==> config.mk <==
export PLATFORM = sky130hd
export DESIGN_NAME = path_sequencer
export DESIGN_NICKNAME = d
export VERILOG_FILES = /design/src/rtl/path_sequencer.sv
export SDC_FILE = /design/constraint.sdc
export NUM_CORES = 1
export LEC_CHECK = 0
export BUFFER_PORTS_ARGS = -buffer_cell sky130_fd_sc_hd__buf_2
export CORE_MARGIN = 2
export CORE_UTILIZATION = 40
export CTS_CLUSTER_DIAMETER = 100
export CTS_CLUSTER_SIZE = 16
export DETAILED_ROUTE_END_ITERATION = 12
export PLACE_DENSITY = 0.6
export SKIP_LAST_GASP = 1
export SLEW_MARGIN = 20
export SYNTH_ARGS = -nofsm -noshare
export SYNTH_HDL_FRONTEND = slang
export SYNTH_SLANG_ARGS = --single-unit
==> constraint.sdc <==
create_clock -name clk -period 2.3 [get_ports clk]
set_input_delay 0 -clock clk [delete_from_list [all_inputs] [get_ports clk]]
set_output_delay 0 -clock clk [all_outputs]
set_load 0.02 [all_outputs]
==> src/rtl/path_sequencer.sv <==
// Latches a packed path, drops leading padding and the occupied node, then issues targets one per handshake.
// Latency: first target N+1 cycles after path_valid (N = groups skipped); target_valid holds until target_ready.
module path_sequencer #(
  parameter int NODE_W = 5,
  parameter int NODES  = 14
) (
  input  logic                     clk,
  input  logic                     rst,
  input  logic [NODE_W*NODES-1:0]  path_in,
  input  logic                     path_valid,
  input  logic                     target_ready,
  output logic [NODE_W-1:0]        target_node,
  output logic                     target_valid,
  output logic [NODE_W-1:0]        cur_node,
  output logic                     busy,
  output logic                     new_path,
  output logic                     path_drop
);

  localparam int PW = NODE_W * NODES;
  localparam int IW = $clog2(NODES);
  localparam logic [IW-1:0] LAST = IW'(NODES - 1);

  typedef enum logic [1:0] {IDLE, SCAN, ISSUE, DONE} state_t;

  state_t           state;
  logic [PW-1:0]    sreg;
  logic [IW-1:0]    idx;
  logic             skipped_cur;

  logic [NODE_W-1:0] head;
  logic [NODE_W-1:0] next_head;
  logic              skip_pad;
  logic              skip_cur;

  assign head      = sreg[PW-1 -: NODE_W];
  assign next_head = sreg[PW-NODE_W-1 -: NODE_W];

  // skipped_cur doubles as "a nonzero group has been seen": once set, zeros are real targets
  assign skip_pad = (head == '0) && !skipped_cur;
  assign skip_cur = (head != '0) && !skipped_cur && (head == cur_node);

  always_ff @(posedge clk or posedge rst) begin
    if (rst) begin
      state        <= IDLE;
      sreg         <= '0;
      idx          <= '0;
      skipped_cur  <= 1'b0;
      target_node  <= '0;
      target_valid <= 1'b0;
      cur_node     <= '0;
      busy         <= 1'b0;
      new_path     <= 1'b0;
      path_drop    <= 1'b0;
    end else begin
      new_path  <= 1'b0;
      path_drop <= path_valid && (state != IDLE);
      case (state)
        IDLE: begin
          if (path_valid) begin
            sreg        <= path_in;
            idx         <= '0;
            skipped_cur <= 1'b0;
            busy        <= 1'b1;
            state       <= SCAN;
          end
        end
        SCAN: begin
          if (skip_pad || skip_cur) begin
            if (skip_cur) skipped_cur <= 1'b1;
            sreg <= sreg << NODE_W;
            idx  <= idx + 1'b1;
            if (idx == LAST) begin
              new_path <= 1'b1;
              state    <= DONE;
            end
          end else begin
            target_node  <= head;
            target_valid <= 1'b1;
            state        <= ISSUE;
          end
        end
        ISSUE: begin
          if (target_ready) begin
            cur_node <= target_node;
            if (idx == LAST) begin
              target_valid <= 1'b0;
              new_path     <= 1'b1;
              state        <= DONE;
            end else begin
              sreg        <= sreg << NODE_W;
              idx         <= idx + 1'b1;
              target_node <= next_head;
            end
          end
        end
        DONE: begin
          busy  <= 1'b0;
          state <= IDLE;
        end
        default: state <= IDLE;
      endcase
    end
  end

endmodule
# Word-level counts from Yosys, hierarchy flattened
# Cells that the tools add are included.
# classes
mux	33
n_addsub	1
n_eq_ne	12
n_reduce_logical	21
# op_table
cell	n
$mux W70	4
$pmux W70 S3	1
$mux W4	4
$mux W5	3
$ne A2 B2 Y1 const B	7
$pmux W4 S3	1
$reduce_and A4 Y1	3
$mux W1	10
$pmux W5 S2	1
$mux W2	4
$pmux W1 S2	4
$pmux W2 S4	1
$reduce_bool A2 Y1	4
$reduce_and A2 Y1	3
$eq A5 B5 Y1	1
$logic_not A5 Y1	1
$reduce_and A5 Y1	1
$reduce_bool A5 Y1	1
$add A4 B1 Y4 const B	1
$eq A2 B2 Y1 const B	2
$eq A4 B4 Y1 const B	1
$logic_and A1 B1 Y1	4
$reduce_bool A3 Y1	1
$eq A2 B1 Y1 const B	1
3 further kinds	3
# word_totals
reg_bits	91

# Longest topological paths before layout
# depth
ltp_word	6
depth_mapped	9
depth_no_buf	7

# Worst setup path before layout
# Ideal clock, no wire load.
# synth_timing
kind	register to register
from	reg state[0]
to	reg sreg[55]
stages_incl_launch_ff	8
setup_time_ns	0.127
n_path_buf	3
t_arrival_ns	2.160
t_required_ns	2.173
path_slack_ns	0.012
cell_sequence	dfrtp_1 > inv_1 > ha_1 > clkbuf_1 > buf_1 > clkbuf_1 > mux2_2 > mux2_1
# synth_between
elab_chain_len	3
elab_cells_between_ends	10
cone_classes	eq/ne: 6; mux: 1; reduce/logical: 3
# synth_lines
element	line	rtl
from (decl)	26	state_t state;
from (signal assigned)	45	state <= IDLE;
from (signal assigned)	65	state <= SCAN;
from (signal assigned)	75	state <= DONE;
$eq A2 B2 Y1, or another cell as far along	58	case (state)
$ne A2 B2 Y1 (no source line) / $reduce_bool A3 Y1 (equally long branches)	n/a	
$reduce_and A5 Y1 (no source line)	n/a	
to (signal assigned)	61	sreg <= path_in;
to (signal assigned)	71	sreg <= sreg << NODE_W;
to (signal assigned)	91	sreg <= sreg << NODE_W;
to (decl)	27	logic [PW-1:0] sreg;
# Parallel ways exist; a longest one is shown, timed or not.
# A chain may end at the register's enable or synchronous reset.

# Worst setup path after layout
# layout_timing
from	reg sreg[66]
to	reg sreg[12]
# layout_between
elab_chain_len	6
elab_cells_between_ends	9
cone_classes	eq/ne: 2; reduce/logical: 7
# layout_lines
element	line	rtl
$reduce_bool A5 Y1	41	assign skip_cur = (head != '0) && !skipped_cur && (head == cur_node);
$logic_and A1 B1 Y1 (2 in a row)	41	
$logic_or A1 B1 Y1 (*)	69	if (skip_pad || skip_cur) begin
$ne A2 B2 Y1 (no source line) (*)	n/a	
$reduce_and A5 Y1 (no source line) (*)	n/a	
# Mark *: on every way between the ends. The rest lies on a longest branch, timed or not.

==> out/metrics.yaml <==
startpoint: "sreg[66]"
core-area_um2: 11400
drc: 0
cp_max_fo: 36
ys_warn_count: 0
clkTransAtPathRegs_ns: 0.07
hold_viol: 0
yosysSeqAreaShare_pct: 49.2
netlist.top_cell.by_area: "dfrtp_1"
avgViaCountPerCell: 4.96
area_delta_synth_final_pct: 29.2
gr-total-overflow: 0
detail_route.wirelength_um: 9320
finalNetCount: 552
hold_class: "in2reg"
power_density_nw_per_um2: 1520
netlist_instances: 347
met1_length_um: 4280
setup_viol: 0
cts.htree.levels: 3
p_sw_w: 0.00305
clockPowerShare_pct: 17.8
slew_headroom_pct: 67.9
gp_congestion: 0.754
dr_wl_met3_um: 387
finalSetupTns_ns: 0
drt-wirelength-per-cell_um: 15.0
port_buffers: 87
synth_top_area_share_pct: 49.2
grt_first_pass_wirelength_um: 16300
p_int_w: 0.00601
grt_max_degree: 92
ir_drop_v: 0.000981
most-common-layout-cells: "mux2_2 (118), dfrtp_1 (91), buf_2 (87)"
via_count: 3082
rr_startpoint: "sreg[66]"
num-fill-cells: 987
rows: 39
ys_seq_elements: 91
synth_area_leaders: "dfrtp_1 (49%), mux2_2 (29%), mux2_1 (7.1%), ha_1 (1.6%), o21ai_0 (1.3%)"
ys_types: 34
drive_above_1_share_pct: 50.3
period_minus_slack_ns: 2.18
end_kind: "flop"
layout_commonest_cell: "mux2_2"
syn_area_um2: 4630
antenna_found_initial: 1
syn_nets: 427
combinationalPowerShare_pct: 50.3
root_buffer: "clkbuf_16"
postRouteAntennaNets: 0
drv_slew: 0
synth.avg_cell_area_um2: 13.3
clk_latency_ns: 0.35
tightestPinTransition_ns: 0.482
ff2ff_path_depth: 6
critPathArrivalTime_ns: 2.41
clock_path_buffers: 2
cp-endpoint: "sreg[12]"
top_layer_used: "met4"
period_share_pct: 94.6
seqPwrFrac_pct: 31.9
die_x_um: 112
worst_ep_required_time_ns: 2.54
die_h_um: 112
dp_hpwl_um: 6260
power_w: 0.00907
start_util_pct: 40.7
grt_pass1_vias: 3309
drt_iter0_markers: 147
skew_ns: 0.00605
cts_tree: "yes"
pin_count: 88
drv_cap: 0
r2r_setup_slack_ns: 0.12
dieArea_um2: 12500
max_freq_ghz: 0.460
wl_met2_um: 4440
grt_usage_pct: 16.5
numCtsBuffers: 9
sw_frac_of_total_pct: 33.7
criticalPathCategory: "reg2reg"
status: "complete, no violations"
drt_pass1_iterations: 4
clock_sinks: 91
reg2reg_to: "sreg[12]"
leakage_nw: 2.62
rsz0062_at_grt: "no"
setup.worst_path.start_class: "flop"
worst max-delay path, stage by stage (launching register included):
cell      delay (ns)
dfrtp_1         0.41
or4_1           0.60
nor3_4          0.20
a211oi_4        0.08
nor2_4          0.16
buf_12          0.24
mux2_2          0.36
kinds of logic after synthesis:
group           Yosys count  synth area share [%]
fa+ha+maj                 6                  1.62
flops                    91                  49.2
buf+inv                  33                  3.84
simple gates             34                  3.92
xor+xnor                  5                 0.946
compound gates           29                  4.30
mux                     149                  36.2
how the worst min path moves through the flow:
stage,startpoint,endpoint,slack [ns],depth (start not counted)
CTS,path_in[12],sreg[12],0.0003,3
detailed placement,rst,sreg[11],0.20,3
global placement,rst,sreg[16],0.18,3
floorplan,path_in[0],sreg[0],0.14,2
finish,path_in[8],sreg[8],0.007,3
global route,path_in[58],sreg[58],0.008,3
through the flow:
| stage | instance area, µm² | setup WS, ns | hold WS [ns] | utilization [%] | cells |
|---|---|---|---|---|---|
| 5_1_grt | 5980 | 0.0100 | 0.00754 | 52.6 | 621 |
| 2_1_floorplan | 4630 | 0.0123 | 0.142 | - | 347 |
| 3_3_place_gp | 5270 | 0.146 | 0.184 | 46.3 | 567 |
| 6_report | 5980 | 0.125 | 0.00736 | 52.6 | 621 |
| 3_5_place_dp | 5270 | 0.105 | 0.196 | 46.3 | 567 |
| 4_1_cts | 5960 | 0.0945 | 0.000303 | 52.4 | 619 |
per-layer routing:
metal  track usage, %  vias up
met3             4.79       14
li1                 -     1502
met2             26.1       61
met4             6.58        0
met1             21.4     1505
met5                0        -
power by group through the flow:
stage | Sequential, W | Clock, W | Combinational, W
floorplan | 0.00289 | 0 | 0.00361
global placement | 0.00290 | 0 | 0.00444
detailed placement | 0.00293 | 0 | 0.00455
CTS | 0.00290 | 0.00166 | 0.00461
global route | 0.00300 | 0.00174 | 0.00502
finish | 0.00289 | 0.00161 | 0.00456
what timing repair did:
| action | CTS | global route |
|---|---|---|
| hold endpoints to repair | 127 | 0 |
| hold buffers | 36 | 0 |
| setup endpoints to repair | 0 | 16 |
| buffers inserted | 0 | 1 |
| resized for setup | 0 | 3 |
cells in the mapped netlist, drive strengths merged:
cell type and count:
inv 13, dfrtp 91, a31oi 1, nor3 6, o31ai 1, o211ai 1
or4b 1, mux2i 2, a211oi 1, a21oi 4, a221o 1, o21ai 12
o21a 2, nor2 6, clkbuf 10, or4 1, o32ai 1, o41ai 5
nand2 8, ha 6, buf 10, nand3 5, mux2 147, xor2 5
and3 2, nor2b 2, nand2b 3
layout make-up:
| class | instances | area [µm²] | area share (%) |
|---|---|---|---|
| sequential | 91 | 2280 | 38.1 |
| multi-input combinational | 223 | 2200 | 36.8 |
| timing repair buffer | 134 | 941 | 15.7 |
| clock buffer | 9 | 225 | 3.77 |
| tap | 143 | 179 | 2.99 |
| clock inverter | 7 | 103 | 1.72 |
| inverter | 13 | 52.6 | 0.879 |
| antenna | 1 | 2.50 | 0.0418 |
state kept, by name, summed over array words and instances, names as in the netlist:
register and count:
target_node 5, state 2, target_valid 1, idx 4, skipped_cur 1, sreg 70
busy 1, path_drop 1, new_path 1, cur_node 5
No activity file was read; power rests on OpenSTA's default activity.
